## src/rtl/mm_pkg.sv

```systemverilog
// Shared definitions for the matrix-multiply sequencer: FSM states and the
// job-length constants derived from the array geometry.
package mm_pkg;

    typedef enum logic [2:0] {
        IDLE  = 3'd0,
        CLR   = 3'd1,
        RUN   = 3'd2,
        DRAIN = 3'd3,
        DONE  = 3'd4
    } state_t;

    // Streaming cycles needed to push every A/B tile through the array.
    function automatic int t_run_f(input int m, input int n1, input int n2);
        return m * (m / n1) * (m / n2);
    endfunction

    // Result beats each array row must deliver for one job.
    function automatic int quota_f(input int m, input int n1);
        return m * m / n1;
    endfunction

    function automatic int width_f(input int n);
        return (n > 1) ? $clog2(n) : 1;
    endfunction

    localparam int T_RUN = t_run_f(8, 4, 4);
    localparam int Q     = quota_f(8, 4);

endpackage

```

## src/rtl/mm_row_writer.sv

```systemverilog
// One array row: counts accepted result beats up to the quota and registers
// each accepted beat into a result-memory write.
module mm_row_writer #(
    parameter int D_W_ACC = 16,
    parameter int QUOTA   = 16
) (
    input  logic                       clk,
    input  logic                       rst,
    input  logic                       clr,
    input  logic                       active,
    input  logic                       valid,
    input  logic [D_W_ACC-1:0]         d,
    output logic                       wr_en,
    output logic [$clog2(QUOTA)-1:0]   wr_addr,
    output logic [D_W_ACC-1:0]         wr_data,
    output logic                       full,
    output logic                       overflow
);

    localparam int AW = $clog2(QUOTA);
    localparam int CW = $clog2(QUOTA + 1);

    logic [CW-1:0] cnt;
    logic          accept;

    assign full     = (cnt == CW'(QUOTA));
    assign accept   = active && valid && !full;
    assign overflow = active && valid && full;

    always_ff @(posedge clk or negedge rst) begin
        if (!rst) begin
            cnt     <= '0;
            wr_en   <= 1'b0;
            wr_addr <= '0;
            wr_data <= '0;
        end else begin
            wr_en <= accept;
            if (clr) begin
                cnt <= '0;
            end else if (accept) begin
                // Address is the beat index before this beat is counted.
                cnt     <= cnt + CW'(1);
                wr_addr <= cnt[AW-1:0];
                wr_data <= d;
            end
        end
    end

endmodule

```

## src/rtl/mm_sequencer.sv

```systemverilog
// Job sequencer for an N1 x N2 systolic array: clears the array, streams for a
// fixed number of cycles, then drains per-row results into result memory.
module mm_sequencer
    import mm_pkg::*;
#(
    parameter int D_W_ACC  = 16,
    parameter int N1       = 4,
    parameter int N2       = 4,
    parameter int M        = 8,
    parameter int DRAIN_TO = 64
) (
    input  logic                             clk,
    input  logic                             rst,
    input  logic                             start,
    input  logic                             abort,
    output logic                             busy,
    output logic                             done,
    output logic                             err,
    output logic                             array_rst,
    output logic                             enable_row_count_A,
    input  logic [N1-1:0]                    valid_D,
    input  logic [N1*D_W_ACC-1:0]            D,
    output logic [N1-1:0]                    wr_en,
    output logic [N1*$clog2(M*M/N1)-1:0]     wr_addr,
    output logic [N1*D_W_ACC-1:0]            wr_data,
    output logic [2:0]                       dbg_state
);

    localparam int RUN_LEN = t_run_f(M, N1, N2);
    localparam int QUOTA   = quota_f(M, N1);
    localparam int AW      = $clog2(QUOTA);
    localparam int RW      = width_f(RUN_LEN);
    localparam int DW      = width_f(DRAIN_TO);
    localparam logic [RW-1:0] RUN_LAST   = RW'(RUN_LEN - 1);
    localparam logic [DW-1:0] DRAIN_LAST = DW'(DRAIN_TO - 1);

    state_t        state, state_nxt;
    logic [RW-1:0] run_cnt;
    logic [DW-1:0] drain_cnt;
    logic          abort_rst;
    logic          accept_start, aborting, timeout, active, all_full;
    logic [N1-1:0] full, ovf;

    assign active   = (state == RUN) || (state == DRAIN);
    assign all_full = &full;

    always_comb begin
        state_nxt    = state;
        accept_start = 1'b0;
        aborting     = 1'b0;
        timeout      = 1'b0;
        case (state)
            IDLE: begin
                // abort outranks a simultaneous start
                if (start && !abort) begin
                    state_nxt    = CLR;
                    accept_start = 1'b1;
                end
            end
            CLR: begin
                if (abort) begin
                    state_nxt = IDLE;
                    aborting  = 1'b1;
                end else begin
                    state_nxt = RUN;
                end
            end
            RUN: begin
                if (abort) begin
                    state_nxt = IDLE;
                    aborting  = 1'b1;
                end else if (run_cnt == RUN_LAST) begin
                    state_nxt = DRAIN;
                end
            end
            DRAIN: begin
                if (abort) begin
                    state_nxt = IDLE;
                    aborting  = 1'b1;
                end else if (all_full) begin
                    state_nxt = DONE;
                end else if (drain_cnt == DRAIN_LAST) begin
                    state_nxt = IDLE;
                    timeout   = 1'b1;
                end
            end
            DONE:    state_nxt = IDLE;
            default: state_nxt = IDLE;
        endcase
    end

    always_ff @(posedge clk or negedge rst) begin
        if (!rst) begin
            state     <= IDLE;
            run_cnt   <= '0;
            drain_cnt <= '0;
            abort_rst <= 1'b0;
            err       <= 1'b0;
        end else begin
            state     <= state_nxt;
            run_cnt   <= (state == RUN && state_nxt == RUN) ? run_cnt + RW'(1) : '0;
            drain_cnt <= (state == DRAIN && state_nxt == DRAIN) ? drain_cnt + DW'(1) : '0;
            abort_rst <= aborting;
            if (accept_start) begin
                err <= 1'b0;
            end else if (timeout || (|ovf)) begin
                err <= 1'b1;
            end
        end
    end

    assign busy               = (state != IDLE);
    assign done               = (state == DONE);
    assign enable_row_count_A = (state == RUN);
    assign array_rst          = (state == CLR) || abort_rst;
    assign dbg_state          = state;

    for (genvar r = 0; r < N1; r++) begin : g_row
        mm_row_writer #(
            .D_W_ACC (D_W_ACC),
            .QUOTA   (QUOTA)
        ) u_row (
            .clk      (clk),
            .rst      (rst),
            .clr      (accept_start),
            .active   (active),
            .valid    (valid_D[r]),
            .d        (D[r*D_W_ACC +: D_W_ACC]),
            .wr_en    (wr_en[r]),
            .wr_addr  (wr_addr[r*AW +: AW]),
            .wr_data  (wr_data[r*D_W_ACC +: D_W_ACC]),
            .full     (full[r]),
            .overflow (ovf[r])
        );
    end

endmodule

```

## config.mk

```make
export PLATFORM = sky130hd
export DESIGN_NAME = mm_sequencer
export DESIGN_NICKNAME = d
export VERILOG_FILES = /design/src/rtl/mm_pkg.sv /design/src/rtl/mm_row_writer.sv /design/src/rtl/mm_sequencer.sv
export SDC_FILE = /design/constraint.sdc
export NUM_CORES = 1
export LEC_CHECK = 0
export ABC_AREA = 1
export CORE_ASPECT_RATIO = 1.75
export CORE_UTILIZATION = 35
export CTS_CLUSTER_DIAMETER = 100
export DETAILED_ROUTE_END_ITERATION = 10
export PLACE_DENSITY = 0.67
export RECOVER_POWER = 100
export SLEW_MARGIN = 20
export SYNTH_ARGS = -nofsm -noshare
export SYNTH_HDL_FRONTEND = slang
export SYNTH_SLANG_ARGS = --single-unit
```

## constraint.sdc

```tcl
create_clock -name clk -period 3.1 [get_ports clk]
set_input_delay 0.93 -clock clk [delete_from_list [all_inputs] [get_ports clk]]
set_output_delay 0.93 -clock clk [all_outputs]
set_load 0.005 [all_outputs]
```

# [Word level (Yosys, flattened, before mapping)]
# Cells that the tools add are included.
[totals] regBits=120 in_bits=72
[classes] n_addsub=6 n_reduce_logical=37 eq_ne=12 n_mux=28 bitwise=1
[ops] op="5-bit two-way mux" count=9
[ops] op="5-bit by 1-bit adder with 5-bit output (second input constant)" count=5
[ops] op="5-bit == test (second input constant)" count=5
[ops] op="3-bit two-way mux" count=6
[ops] op="1-bit logical AND" count=15
[ops] op="3-bit by 2-bit == test with 1-bit output (second input constant)" count=4
[ops] op="3-bit case mux with 4 select lines" count=1
[ops] op="1-bit two-way mux" count=10
[ops] op="2-bit nonzero test" count=5
[ops] op="2-bit AND reduction" count=4
[ops] op="6-bit by 1-bit adder with 6-bit output (second input constant)" count=1
[ops] op="6-bit == test (second input constant)" count=1
[ops] op="6-bit two-way mux" count=1
[ops] op="1-bit zero test" count=5
[ops] op="4-bit AND reduction" count=1
[ops] op="4-bit OR reduction" count=1
[ops] op="3-bit by 1-bit == test with 1-bit output (second input constant)" count=1
[ops] op="3-bit == test (second input constant)" count=1
[ops] op="3-bit zero test" count=1
[ops] op="1-bit logical OR" count=3
[ops] op="3-bit nonzero test" count=1
[ops] op="3-bit OR reduction" count=1
[ops] op="2-bit two-way mux" count=1
[ops] op="1-bit NOT" count=1

# [Logic depth before layout (Yosys ltp)]
# Gate-level depths: netlist (run 1).
[depth] ltp_word=8 depth_mapped=10 depth_no_buf=10

# [Hierarchy]
# Synthesis (run 1) repeated with hierarchy kept, for this count alone.
[unflattened] hier_cells=593 area_unflattened_um2=5893.2
[modules_own_cells] module="mm_row_writer" cells_per_inst=126 area_each_um2=1270.0 seq_area_each_um2=650.6 n_inst=4
[modules_own_cells] module="mm_sequencer" cells_per_inst=89 area_each_um2=813.3 seq_area_each_um2=400.4 n_inst=1

# [Worst setup path before layout (run 1)]
# OpenSTA, ideal clock, no wires.
[synth_path] path_kind="register to output" start="reg state[2] (netlist: dbg_state[2])" end="out enable_row_count_A" path_stages_with_launch=6 arrival_time_ps=797 path_slack_ps=1373 t_required_ps=2170 cell_sequence="dfrtp_1 inv_2 nand2_4 inv_1 nand2_1 inv_1"
[synth_via] elab_chain_len=1
[synth_rtl] element="start: declaration" line="mm_sequencer.sv:37" text="state_t state, state_nxt;"
[synth_rtl] element="start signal: assignment" line="mm_sequencer.sv:100" text="state <= state_nxt;"
[synth_rtl] element="3-bit by 2-bit == test with 1-bit output" line="mm_sequencer.sv:114" text="assign enable_row_count_A = (state == RUN);"
[synth_rtl] element="end: declaration" line="mm_sequencer.sv:20" text="output logic enable_row_count_A,"
# No other way between the ends.

# [Final worst setup path (run 1)]
[layout_path] start="in valid_D[2]" end="reg g_row[2].u_row.cnt[0]"
[layout_via] elab_chain_len=3
[layout_rtl] element="start: declaration" line="mm_sequencer.sv:21" text="input logic [N1-1:0] valid_D,"
[layout_rtl] element="1-bit logical AND (2 in series)" line="mm_row_writer.sv:27" text="assign accept = active && valid && !full;"
[layout_rtl] element="2-bit nonzero test (no source line)"
[layout_rtl] element="end signal: assignment" line="mm_row_writer.sv:42" text="cnt <= cnt + CW'(1);"
[layout_rtl] element="end: declaration" line="mm_row_writer.sv:23" text="logic [CW-1:0] cnt;"
# No other way between the ends.
# A chain may end at the register's enable or synchronous reset.

==> impl_results.md, run 1 <==
* Outcome: complete, but fails checks
* Violated checks: capacitance limit
* Max Fclk at 367.9 MHz
* Top cell type's share of synthesized area at between 50 and 60%
* Post-Route WL at between 10000 and 15000 µm
* Ys Warns at 0
* Min Tclk post-route at between 2 and 3 ns
* Most common cell after layout, fill and taps aside: nand2_1
* Vias per inst at 4.580
* Post-synthesis sequential element count at between 100 and 150
* Final net count at between 800 and 900
* PnR worst setup slack at around 0.38 ns
* Mapped cell area at 5112 µm²
* Area leader, netlist: dfrtp_1
* CTS buffer count at 17
* Worst Path Required at approximately 3.4 ns
* Hold path depth at 1
* Crit end category: register
* GPL Wtd Cong at slightly below 0.8
* Area Overhead vs Synth at 44.37%
* Critical Path AT at 3.00 ns
* Seq/Total Area, Yosys at between 50% and 60%
* Largest net degree at the start of global routing at 64
* Period Utilization, post-route at between 80 and 90%
* Pwr Density at between 800 and 900 nW/µm²
* Rows at 58
* First-pass DRT Iterations at 6
* Multi-input logic area at ~1700 µm²
* ANT cells at 0
* FF-to-FF setup slack at 0.67 ns
* I/O Pins at roughly 160
* Crit path kind: in2reg
* Wire length per cell at about 13 µm
* # port buffers at approximately 160
* Die Span Y at 161.9 µm
* RSZ-0062 raised after global routing: false
* Slew HR at 0.7392%
* Worst skew pair latency at roughly 0.40 ns
* Place WS at between 0.4 and 0.5 ns
* Min-delay src: run_cnt[0]
* Vias at ~4300
* Cts repair resizes at 0
* Static leakage at 3.761 nW
* H-tree levels at 4
* Initial antenna violation count at 0
* Synth area leaders: dfrtp_1 59%, nand2_1 18%, inv_1 3.3%
* Syn_nets at 662
* Worst VDD drop at between 0.3 and 0.4 mV
* Reg2reg start: g_row[2].u_row.cnt[1]
* Hold Violations, Final at 0
* Deepest clock path buffer count at 2
* Netlist cell types at 28
* Initial DRC Count at 144
* Most frequent cells in the layout: 253 x nand2_1, 120 x dfrtp_1, 96 x dlygate4sd3_1
* Dpl hpwl at a little over 9000 µm
* Hold Path Class: reg2reg
* Die Wd at ~93 µm
* Post-Synthesis Cells at between 500 and 600
* Clock root cell: clkbuf_16
* Average size of a mapped cell at approximately 8.8 µm²
* Worst slew pin tran at 1.489 ns
* Initial Utilization at between 30% and 40%
* Final setup violating endpoints at 0
* CTS Sinks at 120
* Final Slew Violations at 0
* Post-CTS Hold Buffers at 0
* Post-route setup TNS at 0 ns
* R2R cell count at 9
* Layout cells sized above 1 at 5.152%
* Fillers at approximately 1300
* Setup Skew at ~0.0088 ns
* Crit. Startpoint: valid_D[2]
* DRC at 0
* Crit-path max FO at 28
* Clock slew at reported path FFs at approximately 0.05 ns
* Critical path launch point type: input pin
* Die area at ~15000 µm²
* Maxcap violations at 1
* Congestion Overflow GR at 0
* Setup bufs post-CTS at 0
* Vias in the first global route at approximately 4500
* Global Route Usage Sum at 17.55%
* CORE AREA at ~14000 µm²
* Register area at ~3000 µm²
* CTS tree: done
* Post-route ant nets at 0
* First-pass GRT wire length at approximately 21000 µm
## final timing paths
check	endpoint
worst max-delay path	g_row[2].u_row.cnt[0]
worst min-delay path	run_cnt[0]
worst max register to register	g_row[2].u_row.cnt[0]
worst min register to register	run_cnt[0]
max in group asynchronous	g_row[1].u_row.wr_data[6]
min in group asynchronous	run_cnt[1]
## metal layers
metal  part of all wire [%]  wire length (µm)  global-route usage [%]
met5                      0                 0                       0
met4                    4.7               586                   10.56
met3                    4.5               556                   4.026
met2                     54              6689                   31.42
met1                     37              4603                   18.31
## synth_stat cells
cell type / count
o21bai_1: 5
nor3_1: 9
and3_1: 1
nor3b_1: 2
buf_6: 1
nand3_2: 2
ha_1: 11
nand2_1: 250
a21oi_1: 7
inv_2: 4
nor2_4: 4
xor2_1: 5
buf_2: 9
dfrtp_1: 120
o21ai_2: 5
nor2_1: 41
o211ai_1: 1
nor3_2: 1
inv_1: 45
xnor2_1: 1
nand2_2: 4
nand4_1: 1
nand3_1: 18
o21a_1: 1
nand2_4: 1
buf_4: 12
o21ai_0: 17
nor4_1: 1
## sequential cells by signal, summed over array words and instances, names as in the netlist
| register | cells |
|---|---|
| g_row.u_row.wr_en | 4 |
| g_row.u_row.wr_data | 64 |
| abort_rst | 1 |
| g_row.u_row.cnt | 20 |
| drain_cnt | 6 |
| g_row.u_row.wr_addr | 16 |
| dbg_state | 3 |
| run_cnt | 5 |
| err | 1 |
## critical path: stages
cell	delay (ns)
dlygate4sd3_1	0.53
inv_1	0.07
nor2_1	0.06
nand2_1	0.08
clkbuf_1	0.98
nor2_1	0.13
o21bai_1	0.22
## where the power goes
| part | internal, mW | switching [mW] | leakage, nW | total (mW) |
|---|---|---|---|---|
| clock network | 1.27 | 0.659 | 0.290 | 1.93 |
| logic | 0.981 | 0.773 | 1.91 | 1.75 |
| registers | 2.10 | 0.308 | 1.56 | 2.41 |
## per-stage QoR
| step | hold WS [ns] | std cells | instance area [µm²] | util (%) | power (mW) |
|---|---|---|---|---|---|
| finish | 0.4566 | 937 | 7381 | 51.63 | 6.101 |
| global route | 0.4949 | 937 | 7381 | 51.63 | 6.499 |
| CTS | 0.4599 | 937 | 7475 | 52.28 | 6.412 |
| detailed placement | 0.4531 | 907 | 6885 | 48.16 | 4.450 |
| global placement | 0.4439 | 907 | 6885 | 48.16 | 4.371 |
| floorplan | 0.4317 | 579 | 5112 | - | 3.115 |
## kinds of logic after synthesis
logic type / count (synthesis) / share of synthesized area, %
adder cells (fa/ha/maj): 11 / 2.692
XOR/XNOR: 6 / 1.028
buffers and inverters: 71 / 6.461
flip-flops: 120 / 58.74
AO/OA/AOI/OAI: 36 / 4.234
AND/OR/NAND/NOR: 335 / 26.85
## cell type report
class | instances | area share [%]
clock buffers | 22 | 6.696
clock inverters | 8 | 1.288
inverters | 49 | 2.492
multi-input cells | 388 | 23.29
flip-flops and latches | 120 | 40.68
well taps | 180 | 3.051
repair buffers | 170 | 22.50
(Power assumes the default switching activity.)
==> run 2: changes to the inputs <==
--- a/config.mk
+++ b/config.mk
@@ -10,9 +10,11 @@
 export CORE_UTILIZATION = 35
 export CTS_CLUSTER_DIAMETER = 100
 export DETAILED_ROUTE_END_ITERATION = 10
+export GPL_TIMING_DRIVEN = 1
+export HOLD_SLACK_MARGIN = 0.12
 export PLACE_DENSITY = 0.67
 export RECOVER_POWER = 100
-export SLEW_MARGIN = 20
+export SLEW_MARGIN = 15
 export SYNTH_ARGS = -nofsm -noshare
 export SYNTH_HDL_FRONTEND = slang
 export SYNTH_SLANG_ARGS = --single-unit
==> results of run 2 <==
Same layout as run 1: the final DEF is identical, and so are final timing and power.
==> run 3: changes to the inputs <==
--- a/config.mk
+++ b/config.mk
@@ -6,10 +6,11 @@
 export NUM_CORES = 1
 export LEC_CHECK = 0
 export ABC_AREA = 1
-export CORE_ASPECT_RATIO = 1.75
+export CORE_ASPECT_RATIO = 0.9
 export CORE_UTILIZATION = 35
 export CTS_CLUSTER_DIAMETER = 100
 export DETAILED_ROUTE_END_ITERATION = 10
+export GPL_ROUTABILITY_DRIVEN = 0
 export GPL_TIMING_DRIVEN = 1
 export HOLD_SLACK_MARGIN = 0.12
 export PLACE_DENSITY = 0.67
@@ -18,3 +19,4 @@
 export SYNTH_ARGS = -nofsm -noshare
 export SYNTH_HDL_FRONTEND = slang
 export SYNTH_SLANG_ARGS = --single-unit
+export TNS_END_PERCENT = 1
==> run 3 against run 2 <==
The run ends with capacitance limit, slew limit left; utilization grew 0.82 points; global-route usage shrank 0.94 points; largest power group unchanged; cell area grew 0.61%; critical endpoint is now enable_row_count_A.
==> impl_results.md, run 3 (synthesis gave the netlist of run 1 again) <==
* Violated checks: capacitance limit, slew limit
* Max Fclk at 357.4 MHz (-2.8%)
* DRC at 0 (unchanged)
* Die Wd at 129.4 µm (+39%)
* Crit path kind: reg2out
* Clock slew at reported path FFs at 0.05 ns (about the same)
* Vias in the first global route at 4069 (-9.4%)
* Post-route ant nets at 0 (unchanged)
* Die Span Y at 116.7 µm (-28%)
* H-tree levels at 4 (unchanged)
* I/O Pins at 164 (unchanged)
* Most frequent cells in the layout: 254 x nand2_1, 120 x dfrtp_1, 96 x dlygate4sd3_1
* CP Buf/Inv Count at 4 (+1)
* Worst Path Required at 2.17 ns (-1.21 ns)
* CTS tree: done
* CP most frequent cell: inv_1
* Area Overhead vs Synth at 45.25%
* Initial Utilization at 36.11% (+0.35 points)
* Hold Violations, Final at 0 (unchanged)
* Crit-path max cell delay at 0.49 ns (-0.49 ns)
* Clock root cell: clkbuf_16
* Setup Skew at 0.008763 ns (-0.000008720 ns)
* # port buffers at 163 (unchanged)
* Largest regs: g_row.u_row.wr_data x64, g_row.u_row.cnt x20, g_row.u_row.wr_addr x16
* Setup bufs post-CTS at 0 (unchanged)
* Min Tclk post-route at 2.798 ns (+0.07925 ns)
* Period Utilization, post-route at 90.25% (+2.6 points)
* Pwr Density at 820.0 nW/µm² (-0.79%)
* CP top delay family: buffers and inverters
* Post-Route WL at 11880 µm (-4.5%)
* Deepest clock path buffer count at 2 (unchanged)
* Crit-path max FO at 7 (-75%)
* Worst slew pin tran at 1.840 ns (+0.3507 ns)
* Critical-path cell list: inv_2 > nand2_2 > inv_1 > nand2_1 > inv_1 > clkdlybuf4s50_1
* Initial DRC Count at 141 (-2.1%)
* Fillers at 1308 (+0.077%)
* Vias per inst at 4.428 (-3.3%)
* Max FFs per register at 64 (unchanged)
* Critical Path AT at 1.87 ns (-1.13 ns)
* Congestion Overflow GR at 0 (unchanged)
* Post-route setup TNS at 0 ns (unchanged)
* First-pass DRT Iterations at 4 (-2)
* Most common cell after layout, fill and taps aside: nand2_1
* Global Route Usage Sum at 16.61% (-0.94 points)
* Wire length per cell at 12.47 µm (-6.0%)
* CTS buffer count at 17 (unchanged)
* Vias at 4215 (-1.8%)
* Biggest register: g_row.u_row.wr_data
* Largest net degree at the start of global routing at 76 (+19%)
* Hold_ws at 0.3906 ns (-0.06595 ns)
* Worst skew pair latency at 0.41 ns (about the same)
* Post-CTS Hold Buffers at 0 (unchanged)
* Dpl hpwl at 8365 µm (-9.1%)
* Slew HR at -22.64% (-23 points)
* Initial antenna violation count at 0 (unchanged)
* Outcome: complete, but fails checks
* Layout cells sized above 1 at 5.138% (-0.014 points)
* Worst VDD drop at 0.3834 mV (+13%)
* Hold Path Class: in2async
* Crit end category: output pin
* Cts repair resizes at 0 (unchanged)
* Die area at 15090 µm² (-0.12%)
* Maxcap violations at 2 (+1)
* Reg2reg start: g_row[2].u_row.cnt[1]
* First-pass GRT wire length at 19090 µm (-8.2%)
* Final net count at 829 (unchanged)
* Final Slew Violations at 117 (+117)
* Crit. Startpoint: dbg_state[2]
* Rows at 41 (-29%)
* ANT cells at 0 (unchanged)
* Critical path launch point type: register
* Static leakage at 3.772 nW (+0.30%)
* CORE AREA at 14160 µm² (-0.96%)
* Final setup violating endpoints at 0 (unchanged)
* RSZ-0062 raised after global routing: false
* CTS Sinks at 120 (unchanged)
* Crit-path slowest cell: clkdlybuf4s50_1
run 3: metal layers:
layer / up-vias / wire (µm) / global-route usage [%]
met5: - / 0 / 0
met4: 0 / 187 / 6.980
met3: 19 / 734 / 5.360
met1: 1959 / 5369 / 20.33
li1: 2113 / - / -
met2: 124 / 5585 / 27.13
run 3: final cells by class:
type                    instances  area (µm²)  area share [%]
well taps                     193       241.5           3.252
multi-input cells             388        1742           23.45
inverters                      49       183.9           2.477
repair buffers                170        1665           22.43
clock inverters                 9       122.6           1.651
flip-flops and latches        120        3003           40.44
clock buffers                  23       467.9           6.302
run 3: power by group:
part | switching, mW | internal (mW)
clock | 0.654 | 1.30
sequential | 0.292 | 2.11
combinational | 0.759 | 0.983
run 3: path summary, 6_finish.rpt:
path,cells after the start,to,slack (ns)
setup / recovery,6,enable_row_count_A,0.30
hold / removal,1,g_row[1].u_row.wr_data[6],0.39
setup reg to reg,9,g_row[2].u_row.cnt[0],0.74
hold reg to reg,1,run_cnt[0],0.46
max in group asynchronous,2,g_row[2].u_row.wr_addr[0],0.61
min in group clk,1,run_cnt[0],0.46
run 3: through the flow:
step	setup WS [ns]	utilization [%]	power, mW	cells	cell area, µm²
after global routing	0.1463	52.45	6.525	952	7426
after global placement	0.6338	48.83	4.353	920	6914
final	0.3023	52.45	6.089	952	7426
after detailed placement	0.6306	48.83	4.416	920	6914
after CTS	0.3528	53.00	6.413	952	7505
after floorplan	1.373	-	3.115	579	5112
